## config.mk

```make
export PLATFORM = sky130hd
export DESIGN_NAME = hub75_slice_scheduler
export DESIGN_NICKNAME = d
export VERILOG_FILES = /design/src/rtl/hub75_slice_scheduler.sv
export SDC_FILE = /design/constraint.sdc
export NUM_CORES = 1
export LEC_CHECK = 0
export BUFFER_PORTS_ARGS = -buffer_cell sky130_fd_sc_hd__buf_4
export CORE_UTILIZATION = 40
export DETAILED_ROUTE_END_ITERATION = 16
export PLACE_DENSITY = 0.54
export SLEW_MARGIN = 20
export SYNTH_ARGS = -nofsm -noshare
export SYNTH_HDL_FRONTEND = slang
export SYNTH_SLANG_ARGS = --single-unit
export TNS_END_PERCENT = 10
```

## constraint.sdc

```tcl
create_clock -name clk_in -period 5.6 [get_ports clk_in]
set_input_delay 0.56 -clock clk_in [delete_from_list [all_inputs] [get_ports clk_in]]
set_output_delay 0.56 -clock clk_in [all_outputs]
set_load 0.02 [all_outputs]
```

## src/rtl/hub75_slice_scheduler.sv

```systemverilog
// rtl/hub75_slice_scheduler.sv - rotor period measurement and per-slice scan-line fetch scheduler
// Splits each revolution into angular slices and streams SCAN_RATE framebuffer beats per slice.
module hub75_slice_scheduler #(
    parameter int ROTATIONAL_RES = 180,
    parameter int SCAN_RATE      = 32,
    parameter int PERIOD_W       = 24,
    parameter int MIN_PERIOD     = 1000,
    parameter int RD_LATENCY     = 2
) (
    input  logic                                                  clk_in,
    input  logic                                                  rst_n_in,
    input  logic                                                  index_in,
    output logic                                                  fb_rd_en,
    output logic [$clog2(ROTATIONAL_RES)+$clog2(SCAN_RATE)-1:0]   fb_addr,
    output logic [$clog2(ROTATIONAL_RES)-1:0]                     theta_out,
    output logic [$clog2(SCAN_RATE)-1:0]                          col_index,
    output logic                                                  tvalid,
    input  logic                                                  tready,
    output logic                                                  spinning,
    output logic [PERIOD_W-1:0]                                   period_out,
    output logic [15:0]                                           overrun_count
);

    localparam int TW = $clog2(ROTATIONAL_RES);
    localparam int SW = $clog2(SCAN_RATE);
    localparam int WW = (RD_LATENCY > 1) ? $clog2(RD_LATENCY) : 1;

    localparam logic [PERIOD_W-1:0] CNT_MAX    = {PERIOD_W{1'b1}};
    localparam logic [PERIOD_W:0]   MIN_W      = (PERIOD_W+1)'(MIN_PERIOD);
    localparam logic [PERIOD_W:0]   RES_W      = (PERIOD_W+1)'(ROTATIONAL_RES);
    localparam logic [TW-1:0]       THETA_LAST = TW'(ROTATIONAL_RES - 1);
    localparam logic [SW-1:0]       SCAN_LAST  = SW'(SCAN_RATE - 1);
    localparam logic [WW-1:0]       WAIT_LAST  = WW'(RD_LATENCY - 1);

    typedef enum logic [1:0] {ST_IDLE, ST_FETCH, ST_VALID, ST_DONE} state_t;

    // index synchronizer and edge register
    logic [1:0]          sync_q;
    logic                idx_q;
    logic                rise;

    logic [PERIOD_W-1:0] cnt;
    logic [PERIOD_W:0]   cnt_inc;
    logic [PERIOD_W-1:0] cnt_sat;
    logic [PERIOD_W-1:0] acc;
    logic [PERIOD_W:0]   acc_sum;
    logic [PERIOD_W-1:0] acc_sub;
    logic [TW-1:0]       theta;
    logic                armed;

    logic                timeout;
    logic                accept;
    logic                spin_nxt;
    logic                slice_start;
    logic [TW-1:0]       theta_nxt;
    logic [PERIOD_W-1:0] acc_nxt;

    state_t              state;
    logic [SW-1:0]       scan;
    logic [TW-1:0]       slice_theta;
    logic [WW-1:0]       wait_cnt;
    logic                rd_pending;
    logic                pend_valid;
    logic [TW-1:0]       pend_theta;
    logic [TW-1:0]       restart_theta;

    assign rise      = sync_q[1] & ~idx_q;
    assign cnt_inc   = {1'b0, cnt} + {{PERIOD_W{1'b0}}, 1'b1};
    assign cnt_sat   = (cnt == CNT_MAX) ? CNT_MAX : cnt_inc[PERIOD_W-1:0];
    assign acc_sum   = {1'b0, acc} + RES_W;
    assign acc_sub   = acc_sum[PERIOD_W-1:0] - period_out;
    assign theta_out = theta;
    assign col_index = scan;

    always_comb begin
        timeout     = (cnt == CNT_MAX);
        accept      = rise && ((cnt_inc >= MIN_W) || !spinning);
        spin_nxt    = spinning;
        theta_nxt   = theta;
        acc_nxt     = acc;
        slice_start = 1'b0;
        if (accept) begin
            theta_nxt   = '0;
            acc_nxt     = '0;
            slice_start = 1'b1;
            spin_nxt    = armed && !timeout;
        end else if (timeout) begin
            spin_nxt = 1'b0;
        end else if (spinning) begin
            // accumulate RES per cycle; crossing period_out marks one slice boundary
            if (acc_sum >= {1'b0, period_out}) begin
                acc_nxt = acc_sub;
                if (theta != THETA_LAST) begin
                    theta_nxt   = theta + 1'b1;
                    slice_start = 1'b1;
                end
            end else begin
                acc_nxt = acc_sum[PERIOD_W-1:0];
            end
        end
    end

    always_ff @(posedge clk_in or negedge rst_n_in) begin
        if (!rst_n_in) begin
            sync_q     <= '0;
            idx_q      <= 1'b0;
            cnt        <= '0;
            period_out <= '0;
            acc        <= '0;
            theta      <= '0;
            spinning   <= 1'b0;
            armed      <= 1'b0;
        end else begin
            sync_q   <= {sync_q[0], index_in};
            idx_q    <= sync_q[1];
            spinning <= spin_nxt;
            acc      <= acc_nxt;
            theta    <= theta_nxt;
            if (accept) begin
                cnt        <= '0;
                period_out <= cnt_sat;
                armed      <= 1'b1;
            end else if (timeout) begin
                armed <= 1'b0;
            end else begin
                cnt <= cnt_inc[PERIOD_W-1:0];
            end
        end
    end

    assign restart_theta = slice_start ? theta_nxt : pend_theta;

    always_ff @(posedge clk_in or negedge rst_n_in) begin
        if (!rst_n_in) begin
            state         <= ST_IDLE;
            scan          <= '0;
            slice_theta   <= '0;
            wait_cnt      <= '0;
            rd_pending    <= 1'b0;
            pend_valid    <= 1'b0;
            pend_theta    <= '0;
            fb_rd_en      <= 1'b0;
            fb_addr       <= '0;
            tvalid        <= 1'b0;
            overrun_count <= '0;
        end else begin
            if (slice_start && (state == ST_FETCH || state == ST_VALID) &&
                overrun_count != 16'hFFFF) begin
                overrun_count <= overrun_count + 16'd1;
            end
            if (state != ST_VALID && !spin_nxt) begin
                state      <= ST_IDLE;
                fb_rd_en   <= 1'b0;
                rd_pending <= 1'b0;
            end else if (state != ST_VALID && slice_start) begin
                state       <= ST_FETCH;
                slice_theta <= theta_nxt;
                scan        <= '0;
                fb_addr     <= {theta_nxt, {SW{1'b0}}};
                fb_rd_en    <= 1'b1;
                wait_cnt    <= '0;
                rd_pending  <= 1'b0;
            end else begin
                case (state)
                    ST_IDLE, ST_DONE: begin
                        fb_rd_en <= 1'b0;
                    end
                    ST_FETCH: begin
                        fb_rd_en <= 1'b0;
                        if (rd_pending) begin
                            fb_rd_en   <= 1'b1;
                            rd_pending <= 1'b0;
                            wait_cnt   <= '0;
                        end else if (wait_cnt == WAIT_LAST) begin
                            state  <= ST_VALID;
                            tvalid <= 1'b1;
                        end else begin
                            wait_cnt <= wait_cnt + 1'b1;
                        end
                    end
                    ST_VALID: begin
                        // a beat on the bus is never withdrawn; pending starts wait for the handshake
                        if (tready) begin
                            tvalid     <= 1'b0;
                            pend_valid <= 1'b0;
                            if (!spin_nxt) begin
                                state <= ST_IDLE;
                            end else if (slice_start || pend_valid) begin
                                state       <= ST_FETCH;
                                slice_theta <= restart_theta;
                                scan        <= '0;
                                fb_addr     <= {restart_theta, {SW{1'b0}}};
                                rd_pending  <= 1'b1;
                            end else if (scan == SCAN_LAST) begin
                                state <= ST_DONE;
                            end else begin
                                state      <= ST_FETCH;
                                scan       <= scan + 1'b1;
                                fb_addr    <= {slice_theta, scan + 1'b1};
                                rd_pending <= 1'b1;
                            end
                        end else if (slice_start) begin
                            pend_valid <= 1'b1;
                            pend_theta <= theta_nxt;
                        end
                    end
                    default: state <= ST_IDLE;
                endcase
            end
        end
    end

endmodule
```

# Word level (Yosys, flattened, before mapping)
# Index checks and enable logic that the tools add are counted.
word_totals:
  out_inout_bits: 69
  register_bits: 142
  input_bits: 4
  elab_cells: 154
classes:
  n_reduce_logical: 34
  bitwise: 5
  add_sub_neg: 7
  mux: 69
  n_eq_ne: 18
  order_cmp: 2
op_table:
  columns: ["operator", "count"]
  rows:
  - ["24-bit 2-to-1 mux", 7]
  - ["8-bit 2-to-1 mux", 11]
  - ["13-bit 2-to-1 mux", 6]
  - ["5-bit 2-to-1 mux", 6]
  - ["1-bit 2-to-1 mux", 27]
  - ["24-bit by 1-bit adder with 25-bit output (second input constant)", 1]
  - ["24-bit by 8-bit adder with 25-bit output (second input constant)", 1]
  - ["25-bit by 10-bit >= comparator with 1-bit output (second input constant)", 1]
  - ["25-bit by 24-bit >= comparator with 1-bit output", 1]
  - ["24-bit equality test (second input constant)", 1]
  - ["24-bit subtractor", 1]
  - ["2-bit nonzero test", 9]
  - ["16-bit by 1-bit adder with 16-bit output (second input constant)", 1]
  - ["2-bit 2-to-1 mux", 8]
  - ["16-bit != test (second input constant)", 1]
  - ["4-bit by 2-bit != test with 1-bit output (second input constant)", 4]
  - ["4-bit AND reduction", 4]
  - ["5-bit AND reduction", 2]
  - ["8-bit by 1-bit adder with 8-bit output (second input constant)", 1]
  - ["2-bit != test (second input constant)", 4]
  - ["8-bit != test (second input constant)", 1]
  - ["4-bit nonzero test", 2]
  - ["1-bit logical AND", 6]
  - ["1-bit case mux with 2 select lines", 3]
  - ["other kinds (17)", 26]

# Longest topological paths before layout
logic_depth:
  depth_word: 13
  mapped_depth: 20
  ltp_nobuf: 17

# Least setup slack after synthesis
# Ideal clock, no wire load.
synth_timing:
  path_kind: "register -> register"
  startpoint: "reg acc[2]"
  endpoint: "reg fb_addr[11]"
  setup_time_ns: 0.125
  required_ns: 5.475
  arrival_ns: 4.215
  period_less_slack_ns: 4.340
  n_path_buf: 2
  stages_incl_launch_ff: 20
  setup_slack_ns: 1.260
  path_cell_list: "dfrtp_1 ha_1 or3_1 a21oi_1 nor2_1 nand3_1 nor2_1 xor2_1 ha_1 and4_1 nand2_1 nor4_1 nor3_1 o21a_1 o21a_1 clkbuf_1 o211a_1 nor3_1 buf_4 mux2_2"
synth_via:
  elab_chain_cells: 12
  word_cells_on_any_way: 23
  cone_classes: "1 x add/sub; 1 x order compare; 1 x eq/ne; 14 x mux; 6 x reduce/logical"
synth_rtl:
  columns: ["element", "line", "source"]
  rows:
  - ["start, declared", "45", "logic [PERIOD_W-1:0] acc;"]
  - ["start signal, assigned", "117", "acc <= acc_nxt;"]
  - ["24-bit by 8-bit adder with 25-bit output *", "70", "assign acc_sum = {1'b0, acc} + RES_W;"]
  - ["25-bit by 24-bit >= comparator with 1-bit output *", "91", "if (acc_sum >= {1'b0, period_out}) begin"]
  - ["8-bit 2-to-1 mux or 1-bit 2-to-1 mux (tied branches)", "91", null]
  - ["8-bit 2-to-1 mux or 1-bit 2-to-1 mux (tied branches)", "89", "end else if (spinning) begin"]
  - ["8-bit 2-to-1 mux or 1-bit 2-to-1 mux (tied branches)", "87", "end else if (timeout) begin"]
  - ["8-bit 2-to-1 mux or 1-bit 2-to-1 mux (tied branches)", "82", "if (accept) begin"]
  - ["8-bit 2-to-1 mux or 1-bit logical OR (tied branches)", null, null]
  - ["13-bit 2-to-1 mux", "188", "end else if (slice_start || pend_valid) begin"]
  - ["13-bit 2-to-1 mux", "186", "if (!spin_nxt) begin"]
  - ["13-bit 2-to-1 mux", "183", "if (tready) begin"]
  - ["13-bit 2-to-1 mux", "164", "case (state)"]
  - ["13-bit 2-to-1 mux", "155", "end else if (state != ST_VALID && slice_start) begin"]
  - ["end signal, assigned", "159", "fb_addr <= {theta_nxt, {SW{1'b0}}};"]
  - ["end signal, assigned", "192", "fb_addr <= {restart_theta, {SW{1'b0}}};"]
  - ["end signal, assigned", "199", "fb_addr <= {slice_theta, scan + 1'b1};"]
  - ["end, declared", "14", "output logic [$clog2(ROTATIONAL_RES)+$clog2(SCAN_RATE)-1:0] fb_addr,"]
# Every way passes the cells marked *; elsewhere a longest branch is shown, timed or not. The select of a mux whose other input is x is not followed.
# A chain may end at the register's enable or synchronous reset.

# Worst setup path in the final report
layout_timing:
  startpoint: "reg acc[2]"
  endpoint: "reg slice_theta[4]"
layout_via:
  elab_chain_cells: 12
  word_cells_on_any_way: 23
  cone_classes: "1 x add/sub; 1 x order compare; 14 x mux; 7 x reduce/logical"
layout_rtl:
  columns: ["element", "line", "source"]
  rows:
  - ["24-bit by 8-bit adder with 25-bit output *", "70", null]
  - ["25-bit by 24-bit >= comparator with 1-bit output *", "91", null]
  - ["8-bit 2-to-1 mux or 1-bit 2-to-1 mux (tied branches)", "91", null]
  - ["8-bit 2-to-1 mux or 1-bit 2-to-1 mux (tied branches)", "89", null]
  - ["8-bit 2-to-1 mux or 1-bit 2-to-1 mux (tied branches)", "87", null]
  - ["8-bit 2-to-1 mux or 1-bit 2-to-1 mux (tied branches)", "82", null]
  - ["8-bit 2-to-1 mux", null, null]
  - ["8-bit 2-to-1 mux", "188", null]
  - ["8-bit 2-to-1 mux", "186", null]
  - ["8-bit 2-to-1 mux", "183", null]
  - ["8-bit 2-to-1 mux", "164", null]
  - ["8-bit 2-to-1 mux", "155", null]
  - ["end signal, assigned", "157", "slice_theta <= theta_nxt;"]
  - ["end signal, assigned", "190", "slice_theta <= restart_theta;"]
  - ["end, declared", "60", "logic [TW-1:0] slice_theta;"]
# Marks and branches as above.

==> summary by stage <==
Power and ir drop
Dividing total power by cell area gives a power density of 627 nW/um^2. The leakage power figure is 4.60 nW. The worst voltage drop across the vdd grid is 295 uV.

Timing
Hold timing on the final database bottoms out at a slack of 0.200 ns. The number of max-slew violations in the final report is 0. The time the worst path needs with I/O delays and setup is 5.16 ns. The worst max-slew margin expressed relative to the limit is 40.1%. The worst-margin pin slew is 0.891 ns. The maximum achievable frequency is 0.194 GHz.

The total negative slack for setup checks is 0 ns. The number of failing hold endpoints at the final stage came to 0. Setup repair after global routing left no endpoint under its margin. The number of setup violations in the final report is 0. On the final layout, the worst clock skew is 0.00970 ns. The final worst-path cycle share is 92.2%.

Setup path
The critical path capture point type is a register. The startpoint of the worst register-to-register path is acc[2]$_DFFE_PN0P_. The required time of the critical path is 5.96 ns.

On the worst path, the slowest cell contributes a delay of 0.49 ns. The launch point of the critical path is acc[2]$_DFFE_PN0P_. The critical path in this run is classified as reg -> reg. Walking the worst path, the cells encountered are ha_1 > or3_1 > a21oi_1 > nor2_1 > nand3_1 > nor2_1 > xor2_1 > ha_1 > and4_1 > nand2_1 > nor4_1 > nor3_1 > o21a_1 > o21ai_4 > buf_4 > a31oi_1 > or4_1 > a2bb2oi_1. The critical-path cell with the highest stage delay is sky130_fd_sc_hd__nor4_1. Data on the critical path arrives at its endpoint at 5.52 ns.

The category of cells accounting for the largest share of critical-path delay is simple AND/OR/NAND/NOR gates. The count of buffering cells on the critical path with inverters included is 1. The worst setup path is launched from a register.

Of all nets on the critical path, the largest fanout is 30.

Clock network
After clock tree synthesis, the clock-pin slew on the worst setup and hold paths is 0.07 ns. TritonCTS built the clock tree. Clock latency on the worst-skew pair, taken at its later pin, is 0.44 ns. Counting along the longest clock path gives a buffer depth of 2. After clock tree synthesis, the flow added hold-fix buffers numbering 0. In this run, post-CTS repair resized a total of 0 instances. The clock tree synthesis step divided the H-tree into 4 levels. The number of setup buffers added after CTS is 0.

The cell at the root of the clock tree is sky130_fd_sc_hd__clkbuf_16. The total CTS buffers is 17. The CTS sink count is 137.

Cells and area
The relative area change from synthesis to final layout is 15.8%. 0 antenna diodes ended up in the layout. The total number of nets in the final design is 1081.

The share of cells above drive strength 1 is 14.8%. Counting the fill cells in the layout gives 2098.

Routing
The pre-antenna-repair detailed-routing pass consisted of 5 iterations. The routed via count is 7454. The detailed-route DRC error count is 0.

The detailed router's first-iteration violation count is 499. The routed via count divided by cell count is 5.60. In this run the remaining antenna-violating nets after routing total 0. The final routed wire length divided by cell count is 18.0 um.

The wire length after detailed routing is 24000 um.

GRT
The first global-routing pass estimated 38800 um of wire. The total congestion overflow after global routing is 0. Global routing used 22.5% of the available tracks across all layers. The number of antenna violations at the first check in global routing was 0. The via count of the first global-routing pass came to 7182.

The largest net degree at the start of global routing is 90.

Synthesis
The number of flops mapped to enable cells by yosys is 0. The mapped netlist covers 8710 sq um. The netlist uses 69 different library cells.

Of the post-synthesis cell area, the dominant cell type holds 39.4%. The leading register cell type out of synthesis is sky130_fd_sc_hd__dfrtp_1. The proportion of register bits with asynchronous set or reset after synthesis is 100%. In this run the mean area of a mapped cell was 8.80 sq um. The sequential cell area fraction in the yosys report is 39.4%.

The gate count of the mapped netlist is 990. The number of flip-flops and latches in the synthesized netlist is 137. The leading area contributor after synthesis is sky130_fd_sc_hd__dfrtp_1. After synthesis, the most frequently instantiated cells are 137 x sky130_fd_sc_hd__dfrtp_1, 98 x sky130_fd_sc_hd__nand2_1, 95 x sky130_fd_sc_hd__nor2_1. The number of nets handed over by synthesis was 1028.

The Yosys step of the flow raised 0 warnings. Sorting the synthesized cells by area gives the leading types as sky130_fd_sc_hd__dfrtp_1 39%, sky130_fd_sc_hd__ha_1 4.7%, sky130_fd_sc_hd__nand2_1 4.2%. In the post-synthesis netlist, the cell with the most instances is sky130_fd_sc_hd__dfrtp_1.

Job
The max-capacitance violation count is 0.

Outcome
The flow ran to the end, and the final reports show no timing, DRC or antenna violations.

Placement
The congestion estimate from routability-driven global placement came to 0.913. After legalization and detailed placement, the total HPWL measured 16500 um. The number of buffer cells added on primary ports is 72.

Floorplan
The row count is 53. Once the floorplan was initialized, standard cells occupied 41.2% of the core. In this run the horizontal extent of the chip is 150 um. The floorplan step defined a die boundary enclosing 22400 sq um. In this run the count of I/O pins placed on the die edge is 73. Measured along the y axis, the die boundary spans 150 um.

The floorplan core area is 21200 sq um.

Min path
The tightest min-delay check is of the in -> async type.
## worst reg2reg max path, stage by stage, from the launching register on
cell and delay, ns:
sky130_fd_sc_hd__dfrtp_1 0.42, sky130_fd_sc_hd__ha_1 0.26, sky130_fd_sc_hd__or3_1 0.38, sky130_fd_sc_hd__a21oi_1 0.35
sky130_fd_sc_hd__nor2_1 0.19, sky130_fd_sc_hd__nand3_1 0.16, sky130_fd_sc_hd__nor2_1 0.07, sky130_fd_sc_hd__xor2_1 0.16
sky130_fd_sc_hd__ha_1 0.40, sky130_fd_sc_hd__and4_1 0.28, sky130_fd_sc_hd__nand2_1 0.10, sky130_fd_sc_hd__nor4_1 0.49
sky130_fd_sc_hd__nor3_1 0.10, sky130_fd_sc_hd__o21a_1 0.16, sky130_fd_sc_hd__o21ai_4 0.26, sky130_fd_sc_hd__buf_4 0.43
sky130_fd_sc_hd__a31oi_1 0.24, sky130_fd_sc_hd__or4_1 0.45, sky130_fd_sc_hd__a2bb2oi_1 0.17
## cell families (layout without fill, tap and decap cells)
kind of cell | count (synthesis) | count (layout) | share of synthesized area (%)
AND/OR/NAND/NOR | 367 | 367 | 20.9
AO/OA/AOI/OAI | 234 | 234 | 17.5
flip-flops | 137 | 137 | 39.4
buffers and inverters | 105 | 171 | 4.99
XOR/XNOR | 73 | 73 | 7.34
multiplexers | 40 | 40 | 4.87
adder cells (fa/ha/maj) | 34 | 34 | 4.97
## layer usage
layer / track usage [%] / wire length (um) / up-vias
met1: 30.7 / 11300 / 3612
met5: 0 / 0 / -
met4: 8.16 / 485 / 0
met2: 35.8 / 11100 / 159
li1: - / - / 3648
met3: 3.87 / 1030 / 35
## final cells by class
type                    count  area (sq um)  share of cell area (%)
inverters                  50           188                    1.86
well taps                 275           344                    3.41
multi-input cells         748          4880                    48.4
repair buffers             89           672                    6.66
clock buffers              20           447                    4.43
flip-flops and latches    137          3430                    34.0
clock inverters            12           129                    1.28
## power breakdown
group	internal (mW)	leakage (nW)	total (mW)	switching [mW]
Clock	0.638	0.277	1.15	0.511
Sequential	1.29	1.75	1.61	0.315
Combinational	1.57	2.57	3.57	2.00
## registers in the layout, indices dropped and copies added, names as in the netlist
register and cells:
state 2, tvalid 1, idx_q 1, armed 1, theta_out 8, sync_q 2, cnt 24, fb_addr 13
overrun_count 16, spinning 1, wait_cnt 1, fb_rd_en 1, slice_theta 8, rd_pending 1, acc 24, pend_valid 1
period_out 24, pend_theta 8
## metrics by stage
| stage | power, mW | cells | setup WS [ns] | instance area, sq um | util, % |
|---|---|---|---|---|---|
| 2_1_floorplan | 4.23 | 990 | 1.26 | 8710 | - |
| 3_3_place_gp | 5.18 | 1299 | 0.433 | 9510 | 45.0 |
| 3_5_place_dp | 5.18 | 1299 | 0.445 | 9510 | 45.0 |
| 4_1_cts | 6.35 | 1331 | 0.420 | 10100 | 47.7 |
| 5_1_grt | 6.83 | 1331 | 0.0883 | 10100 | 47.7 |
| 6_report | 6.32 | 1331 | 0.437 | 10100 | 47.7 |
## worst paths after layout
kind | endpoint | slack (ns) | depth (start not counted)
max | slice_theta[4]$_DFFE_PN0P_ | 0.44 | 18
min | period_out[14]$_DFFE_PN0N_ | 0.20 | 1
max reg2reg | slice_theta[4]$_DFFE_PN0P_ | 0.44 | 18
min reg2reg | sync_q[1]$_DFF_PN0_ | 0.35 | 0
max in group asynchronous | pend_theta[0]$_DFFE_PN0P_ | 4.25 | 2
min in group clk_in | sync_q[0]$_DFF_PN0_ | 0.22 | 1
## placed cells by master, fill, tap and decap left out, types with 5 or more instances in the layout
| cell type | instances |
|---|---|
| sky130_fd_sc_hd__dfrtp_1 | 137 |
| sky130_fd_sc_hd__nand2_1 | 98 |
| sky130_fd_sc_hd__nor2_1 | 95 |
| sky130_fd_sc_hd__buf_4 | 88 |
| sky130_fd_sc_hd__o21ai_0 | 62 |
| sky130_fd_sc_hd__inv_1 | 50 |
| sky130_fd_sc_hd__a21oi_1 | 47 |
| sky130_fd_sc_hd__nand3_1 | 39 |
| sky130_fd_sc_hd__xnor2_1 | 39 |
| sky130_fd_sc_hd__xor2_1 | 34 |
| sky130_fd_sc_hd__ha_1 | 33 |
| sky130_fd_sc_hd__nor3_1 | 27 |
| sky130_fd_sc_hd__and3_1 | 21 |
| sky130_fd_sc_hd__mux2i_1 | 21 |
| sky130_fd_sc_hd__mux2_2 | 18 |
| sky130_fd_sc_hd__a31oi_1 | 17 |
| sky130_fd_sc_hd__a211oi_1 | 17 |
| sky130_fd_sc_hd__clkbuf_16 | 17 |
| sky130_fd_sc_hd__nand4_1 | 13 |
| sky130_fd_sc_hd__nor4_1 | 11 |
| sky130_fd_sc_hd__a21o_1 | 11 |
| sky130_fd_sc_hd__nand2b_1 | 9 |
| sky130_fd_sc_hd__and2_1 | 9 |
| sky130_fd_sc_hd__o31ai_1 | 9 |
| sky130_fd_sc_hd__nor2b_1 | 7 |
| sky130_fd_sc_hd__o211ai_1 | 7 |
| sky130_fd_sc_hd__or3_1 | 6 |
| sky130_fd_sc_hd__a211o_1 | 6 |
| sky130_fd_sc_hd__o21a_1 | 6 |
| sky130_fd_sc_hd__a22oi_1 | 6 |
| sky130_fd_sc_hd__inv_6 | 6 |
| sky130_fd_sc_hd__and4_1 | 5 |
| sky130_fd_sc_hd__or4_1 | 5 |
(Power assumes the default switching activity.)
